`config.mk`:
```
export PLATFORM = sky130hd
export DESIGN_NAME = sar_code_capture
export DESIGN_NICKNAME = d
export VERILOG_FILES = /design/src/rtl/sar_code_capture.sv
export SDC_FILE = /design/constraint.sdc
export NUM_CORES = 1
export LEC_CHECK = 0
export ABC_AREA = 1
export BUFFER_PORTS_ARGS = -buffer_cell sky130_fd_sc_hd__buf_2
export CAP_MARGIN = 10
export CORE_MARGIN = 1.5
export CORE_UTILIZATION = 30
export DETAILED_ROUTE_END_ITERATION = 16
export GPL_ROUTABILITY_DRIVEN = 0
export GPL_TIMING_DRIVEN = 0
export SLEW_MARGIN = 20
export SYNTH_ARGS = -nofsm -noshare
export SYNTH_HDL_FRONTEND = slang
export SYNTH_SLANG_ARGS = --single-unit
```
`constraint.sdc`:
```
create_clock -name CLK -period 2.4 [get_ports CLK]
set_clock_uncertainty 0.15 [all_clocks]
set_input_delay 0.24 -clock CLK [delete_from_list [all_inputs] [get_ports CLK]]
set_output_delay 0.24 -clock CLK [all_outputs]
set_load 0.03 [all_outputs]
```
`src/rtl/sar_code_capture.sv`:
```
// Back-end for the SAR ADC macro: synchronises READY, captures the decision word,
// optionally averages 2^AVG_LOG2 conversions and queues results in a small FIFO.
module sar_code_capture #(
   parameter int CODE_W   = 11,
   parameter int AVG_LOG2 = 2,
   parameter int DEPTH    = 4
) (
   input  logic                     CLK,
   input  logic                     RST,
   input  logic [CODE_W-1:0]        B,
   input  logic                     READY,
   input  logic                     EN,
   input  logic                     CLR_OVF,
   output logic [CODE_W-1:0]        DOUT,
   output logic                     DVALID,
   input  logic                     DREADY,
   output logic                     OVF,
   output logic [$clog2(DEPTH):0]   LEVEL
);

   localparam int ACC_W    = CODE_W + AVG_LOG2;
   localparam int CNT_W    = (AVG_LOG2 > 0) ? AVG_LOG2 : 1;
   localparam int PTR_W    = $clog2(DEPTH);
   localparam int LVL_W    = $clog2(DEPTH) + 1;
   localparam int NSAMP_M1 = (1 << AVG_LOG2) - 1;

   // Divide-by-2^AVG_LOG2 with truncation; acc is wide enough that no bits are lost before the shift.
   function automatic logic [CODE_W-1:0] avg_trunc(input logic [ACC_W-1:0] sum);
      return CODE_W'(sum >> AVG_LOG2);
   endfunction

   logic                ready_p0;
   logic                ready_p1;
   logic                ready_p2;
   logic                vld_p2;

   logic [ACC_W-1:0]    acc;
   logic [CNT_W-1:0]    cnt;
   logic [ACC_W-1:0]    sum_p2;
   logic                last_p2;
   logic                push_req;
   logic [CODE_W-1:0]   push_data;

   logic [CODE_W-1:0]   mem [DEPTH];
   logic [PTR_W-1:0]    rd_ptr;
   logic [PTR_W-1:0]    wr_ptr;
   logic [PTR_W-1:0]    rd_next;
   logic [LVL_W-1:0]    level;
   logic [LVL_W-1:0]    level_next;
   logic                full;
   logic                pop;
   logic                push_ok;
   logic                drop;
   logic [CODE_W-1:0]   dout_next;

   // Stage p0..p2: two-flop synchroniser plus edge-detect delay on READY
   always_ff @(posedge CLK) begin
      if (RST) begin
         ready_p0 <= 1'b0;
         ready_p1 <= 1'b0;
         ready_p2 <= 1'b0;
      end else begin
         ready_p0 <= READY;
         ready_p1 <= ready_p0;
         ready_p2 <= ready_p1;
      end
   end

   assign vld_p2 = ready_p1 & ~ready_p2 & EN;

   // Stage p2: B is sampled in the strobe cycle and folded into the running sum
   assign sum_p2    = acc + ACC_W'(B);
   assign last_p2   = (cnt == CNT_W'(NSAMP_M1));
   assign push_req  = vld_p2 & last_p2;
   assign push_data = avg_trunc(sum_p2);

   always_ff @(posedge CLK) begin
      if (RST || !EN) begin
         acc <= '0;
         cnt <= '0;
      end else if (vld_p2) begin
         if (last_p2) begin
            acc <= '0;
            cnt <= '0;
         end else begin
            acc <= sum_p2;
            cnt <= cnt + CNT_W'(1);
         end
      end
   end

   // Stage p3: result FIFO; a simultaneous pop frees the slot, so push-while-full-with-pop is not a drop
   assign full    = (level == LVL_W'(DEPTH));
   assign pop     = DVALID & DREADY;
   assign push_ok = push_req & (~full | pop);
   assign drop    = push_req & full & ~pop;
   assign rd_next = rd_ptr + PTR_W'(pop);

   always_comb begin
      level_next = level;
      if (push_ok && !pop)
         level_next = level + LVL_W'(1);
      else if (!push_ok && pop)
         level_next = level - LVL_W'(1);
   end

   // DOUT is a register that tracks the head; a push into an empty queue bypasses mem
   always_comb begin
      dout_next = DOUT;
      if (level_next != '0) begin
         if (push_ok && ((level - LVL_W'(pop)) == '0))
            dout_next = push_data;
         else
            dout_next = mem[rd_next];
      end
   end

   always_ff @(posedge CLK) begin
      if (push_ok)
         mem[wr_ptr] <= push_data;
   end

   always_ff @(posedge CLK) begin
      if (RST) begin
         rd_ptr <= '0;
         wr_ptr <= '0;
         level  <= '0;
         DOUT   <= '0;
         OVF    <= 1'b0;
      end else begin
         rd_ptr <= rd_next;
         if (push_ok)
            wr_ptr <= wr_ptr + PTR_W'(1);
         level <= level_next;
         DOUT  <= dout_next;
         if (drop)
            OVF <= 1'b1;
         else if (CLR_OVF)
            OVF <= 1'b0;
      end
   end

   assign DVALID = (level != '0);
   assign LEVEL  = level;

endmodule

```
---- Yosys cells after proc, flatten, opt, wreduce, memory -nomap -nowiden ----
Memories as Yosys holds them, arrays and structs flattened.
Cells that the tools add are included.
word-level totals
  register bits after elaboration ......... 37
  RAM bits ................................ 44
  input bits .............................. 17
  output and inout port bits .............. 16
  logic and storage cells ................. 51
  memories kept ........................... 1
operators by class
  add/sub/neg operators ................... 7
  equality and inequality tests ........... 2
  mux-type cells .......................... 9
  bitwise logic cells ..................... 11
  reduce and logical (&&, ||, !) cells .... 11
memories
  name  words  bits a word  rd ports  clocked after memory_dff  wr ports  RTL line  text
  mem   4      11           1         0                         1         44        logic [CODE_W-1:0] mem [DEPTH];
operator list
  cell                                                                 number
  13-bit by 11-bit adder with 13-bit output                            1
  13-bit two-way mux                                                   1
  11-bit two-way mux                                                   1
  1-bit AND                                                            7
  3-bit two-way mux                                                    2
  3-bit nonzero test                                                   2
  2-bit by 1-bit adder with 2-bit output (second input constant)       2
  1-bit two-way mux                                                    4
  3-bit by 1-bit adder with 3-bit output (second input constant)       1
  3-bit equality test (second input constant)                          1
  1-bit logical AND                                                    3
  1-bit logical NOT                                                    3
  3-bit logical NOT                                                    1
  1-bit NOT                                                            3
  3-bit by 1-bit subtractor with 3-bit output                          1
  3-bit by 1-bit subtractor with 3-bit output (second input constant)  1
  2-bit by 1-bit adder with 2-bit output                               1
  2-bit equality test (second input constant)                          1
  2-bit two-way mux                                                    1
  2-bit nonzero test                                                   1
  1-bit logical OR                                                     1
  1-bit OR                                                             1

---- Logic depth before layout (Yosys ltp) ----
  word-level depth ........................ 10
  gate-level depth with buffers ........... 14

---- Worst setup path before layout ----
OpenSTA, ideal clock, no wires.
  path kind ............................... register to register
  start ................................... register level[0] (netlist: LEVEL[0])
  end ..................................... register DOUT[2]
  library setup time ...................... 0.064 ns
  arrival ................................. 2.298 ns
  data required time ...................... 2.186 ns
  slack ................................... -0.112 ns
  cell stages (with the launch flop) ...... 13
  buffers on the path ..................... 1
  cell sequence ........................... dfxtp_1 -> inv_1 -> ha_1 -> a21oi_4 -> ha_1 -> inv_1 -> clkbuf_1 -> nor2_1 -> o21ai_0 -> nand3_1 -> o21ai_1 -> a21oi_1 -> nor2_1
between the ends
  elaborated cells on any way between the ends .. 21
RTL lines
  what                                    RTL line  text
  from (decl)                             48        logic [LVL_W-1:0] level;
  from (signal assigned)                  134       level <= level_next;
  3-bit nonzero test                      143       assign DVALID = (level != '0);
  1-bit AND                               94        assign pop = DVALID & DREADY;
  2-bit by 1-bit adder with 2-bit output  97        assign rd_next = rd_ptr + PTR_W'(pop);
  net rd_next[0]                          47        logic [PTR_W-1:0] rd_next;
  memory read 4 x 11 bit                  --
  11-bit two-way mux                      111       if (push_ok && ((level - LVL_W'(pop)) == '0))
  to (signal assigned)                    135       DOUT <= dout_next;
  to (decl)                               14        output logic [CODE_W-1:0] DOUT,
The timed path passes the listed nets, and every way through them passes these cells.
A chain may end at the register's enable or synchronous reset.

---- Final worst setup path ----
  start ................................... register level[0] (netlist: LEVEL[0])
  end ..................................... register DOUT[5]
between the ends
  word-level cells in the longest chain between the ends .. 9
  elaborated cells on any way between the ends .. 21
ends and longest elaborated chain
  what
  branches (longest 9 deep; another with memory read 4 x 11 bit)
Several ways; the timed one is not identified.

==> impl_results.md <==
* Status: complete, no violations
* WP data required at 2530 ps
* Worst-Skew Late Latency at between 300 and 400 ps
* RSZ-0062 raised after global routing: yes
* Sink Count at 81
* Placed cells at 741
* Yosys reg bits at 81
* Synthesized area at 4243 um^2
* Pleak at 2.241 nW
* Reg2reg start: LEVEL[0]
* First-pass GRT wire length at 16,240 um
* Avg Inst Size Synth at 8.005 um^2
* Post-route cell area at 5044 um^2
* CP Buf/Inv Count at 3
* Antenna cells at 0
* Commonest cells post-synth: 143 x nand2_1, 67 x nor2_1, 60 x inv_1
* CP cell instances: inv_2, ha_4, a21oi_4, buf_4, ha_1, nand3_1, nor2_1, nand2_2, inv_2, nand3_1, nand2_1, a21oi_1, nor2_1
* TritonCTS Buffers at 9
* Syn. warnings at 0
* Seq/Total Area, Yosys at 0.4860
* Util after Layout at 0.3648
* CP Class: reg -> reg
* Htree depth at 3
* Setup tns final at 0 ps
* Final WL at slightly above 10,000 um
* CTS tree: done
* Share of the synthesized area in the top cell type at 0.3114
* Total power at 6.027 mW
* Clk buf depth at 2
* Synthesized Nets at 569
* Max stage delay cell, worst path: dfxtp_2
* Synth unique cells at 31
* Crit end category: register
* Max-cap violations at 0
* First-pass detailed-route iteration total at 5
* Detail Route Antenna Nets at 0
* Largest net degree at the start of global routing at 14
* PortBufs at 31
* Final hold violations at 0
* GR Util All Layers at 0.1435
* Post-Layout Cell Count at 761
* Number of global-route vias before repair at 3,285
* Die ar. at 14,870 um^2
* Hold Path Origin: CLR_OVF
* Global route overflow at 0
* Setup crit start: LEVEL[0]
* Antenna violations before repair at 0
* Synth Flop Type: edfxtp_1
* Row count at 43
* Area leader, netlist: edfxtp_1
* Hold WC Path Type: in -> reg
* Top-count cell post-synth: nand2_1
* Via count at 3,578
* Final Max Tran Viols at 0
* Period utilization at 0.9702
* Crit path launch type: register
* P&R area growth vs syn at 18.87%
* Drc violations at 0
* Crit-path leading delay family: simple AND/OR/NAND/NOR gates
* Reg clk slew, reported paths at around 60 ps
* Wire per inst at 13.24 um
* Setup violators final at 0
* CP Max Fanout at 9
* Post-synth EDFFs at 44
* DRT iter0 DRCs at ~160
* Relative slew slack at 0.5003
* Post-Synthesis Cells at 530
* Worst slew pin tran at 748.8 ps
* HPWL after detailed placement at 7480 um
* Minimum clock period at about 2300 ps
* Die height at 121.9 um
* Placed Area at approximately 4600 um^2
* Biggest cell delay along the critical path at around 340 ps
* Worst vdd ir at ~0.00037 V
* Setup WS post-layout at 71.63 ps
* Fin nets at 615
* DP Worst Slack at -296.8 ps
* CP Data Arrival Time at 2450 ps
* Share of cells above drive strength 1 at 0.1549
* CTS root buf: clkbuf_16
* Fmax at 429.5 MHz
* Chip width at around 120 um
* Cells taking the most area after synthesis: edfxtp_1 31%, dfxtp_1 17%, nand2_1 13%
* Io pins at 33
* Power per standard cell area at 1195 nW/um^2
* Placeable Area at between 10,000 and 15,000 um^2
* Hold_ws at 20.06 ps
* FFs w/ async S/R, synth at 0
* Initial Util at 0.3069
* Via density at 4.702
[routing by layer]
metal | share of wire | vias up | GRT usage | wire, um
met5 | 0 | - | 0 | 0
met4 | 0.019 | 0 | 0.05147 | 187
met3 | 0.039 | 16 | 0.02622 | 392
met2 | 0.48 | 76 | 0.2307 | 4789
met1 | 0.47 | 1683 | 0.1931 | 4708
li1 | - | 1803 | - | -
[worst paths after layout]
check | end | slack, ps | depth (start not counted)
setup / recovery | DOUT[5] | 70 | 13
hold / removal | OVF | 20 | 4
setup reg to reg | DOUT[5] | 70 | 13
hold reg to reg | ready_p1 | 260 | 2
[power by group]
| part | switching [mW] | leakage, nW | internal (mW) |
|---|---|---|---|
| registers | 0.0733 | 0.700 | 1.59 |
| logic | 1.86 | 1.38 | 1.08 |
| clock network | 0.541 | 0.162 | 0.880 |
[layout make-up]
type	count	area, um^2
clock inverter	3	16.27
tap	180	225.2
timing repair buffer	35	187.7
buffer	15	102.6
multi-input combinational	369	1899
clock buffer	13	302.8
sequential	81	2066
inverter	65	244.0
fill	1409	8783
[layout by cell type (no fill, tap or decap), types with 8 or more instances in the layout]
cell,count
dfxtp_1,34
and2_1,8
buf_2,32
nor2_1,63
nand2_1,142
ha_1,20
o21ai_0,16
inv_1,57
nand3_1,54
a21oi_1,28
clkbuf_16,11
edfxtp_1,44
[worst min-delay path, delay by kind of cell]
kind	cells	cell delay, ps
AOI/OAI and AO/OA	1	60
buffers and inverters	2	100
and+or+nand+nor	1	50
[state kept, by name, summed over array words and instances, names as in the netlist]
register  count
cnt           2
wr_ptr        2
mem          44
ready_p1      1
DOUT         11
rd_ptr        2
ready_p0      1
ready_p2      1
acc          13
OVF           1
LEVEL         3
[cells by family (layout without fill, tap and decap cells)]
family | after synthesis | count (layout) | synth area share
flip-flops | 81 | 81 | 0.4860
AO/OA/AOI/OAI | 50 | 50 | 0.06370
AND/OR/NAND/NOR | 292 | 292 | 0.2993
buffers and inverters | 80 | 131 | 0.07402
XOR/XNOR | 5 | 5 | 0.01032
adder cells (fa/ha/maj) | 22 | 22 | 0.06665
[timing repair]
action	CTS	global route
setup endpoints to repair	44	46
gates resized for setup	17	6
hold buffers	1	0
pin swaps	0	1
setup buffers	0	3
endpoints found under the hold margin	1	0
No activity file was read; power rests on OpenSTA's default activity.
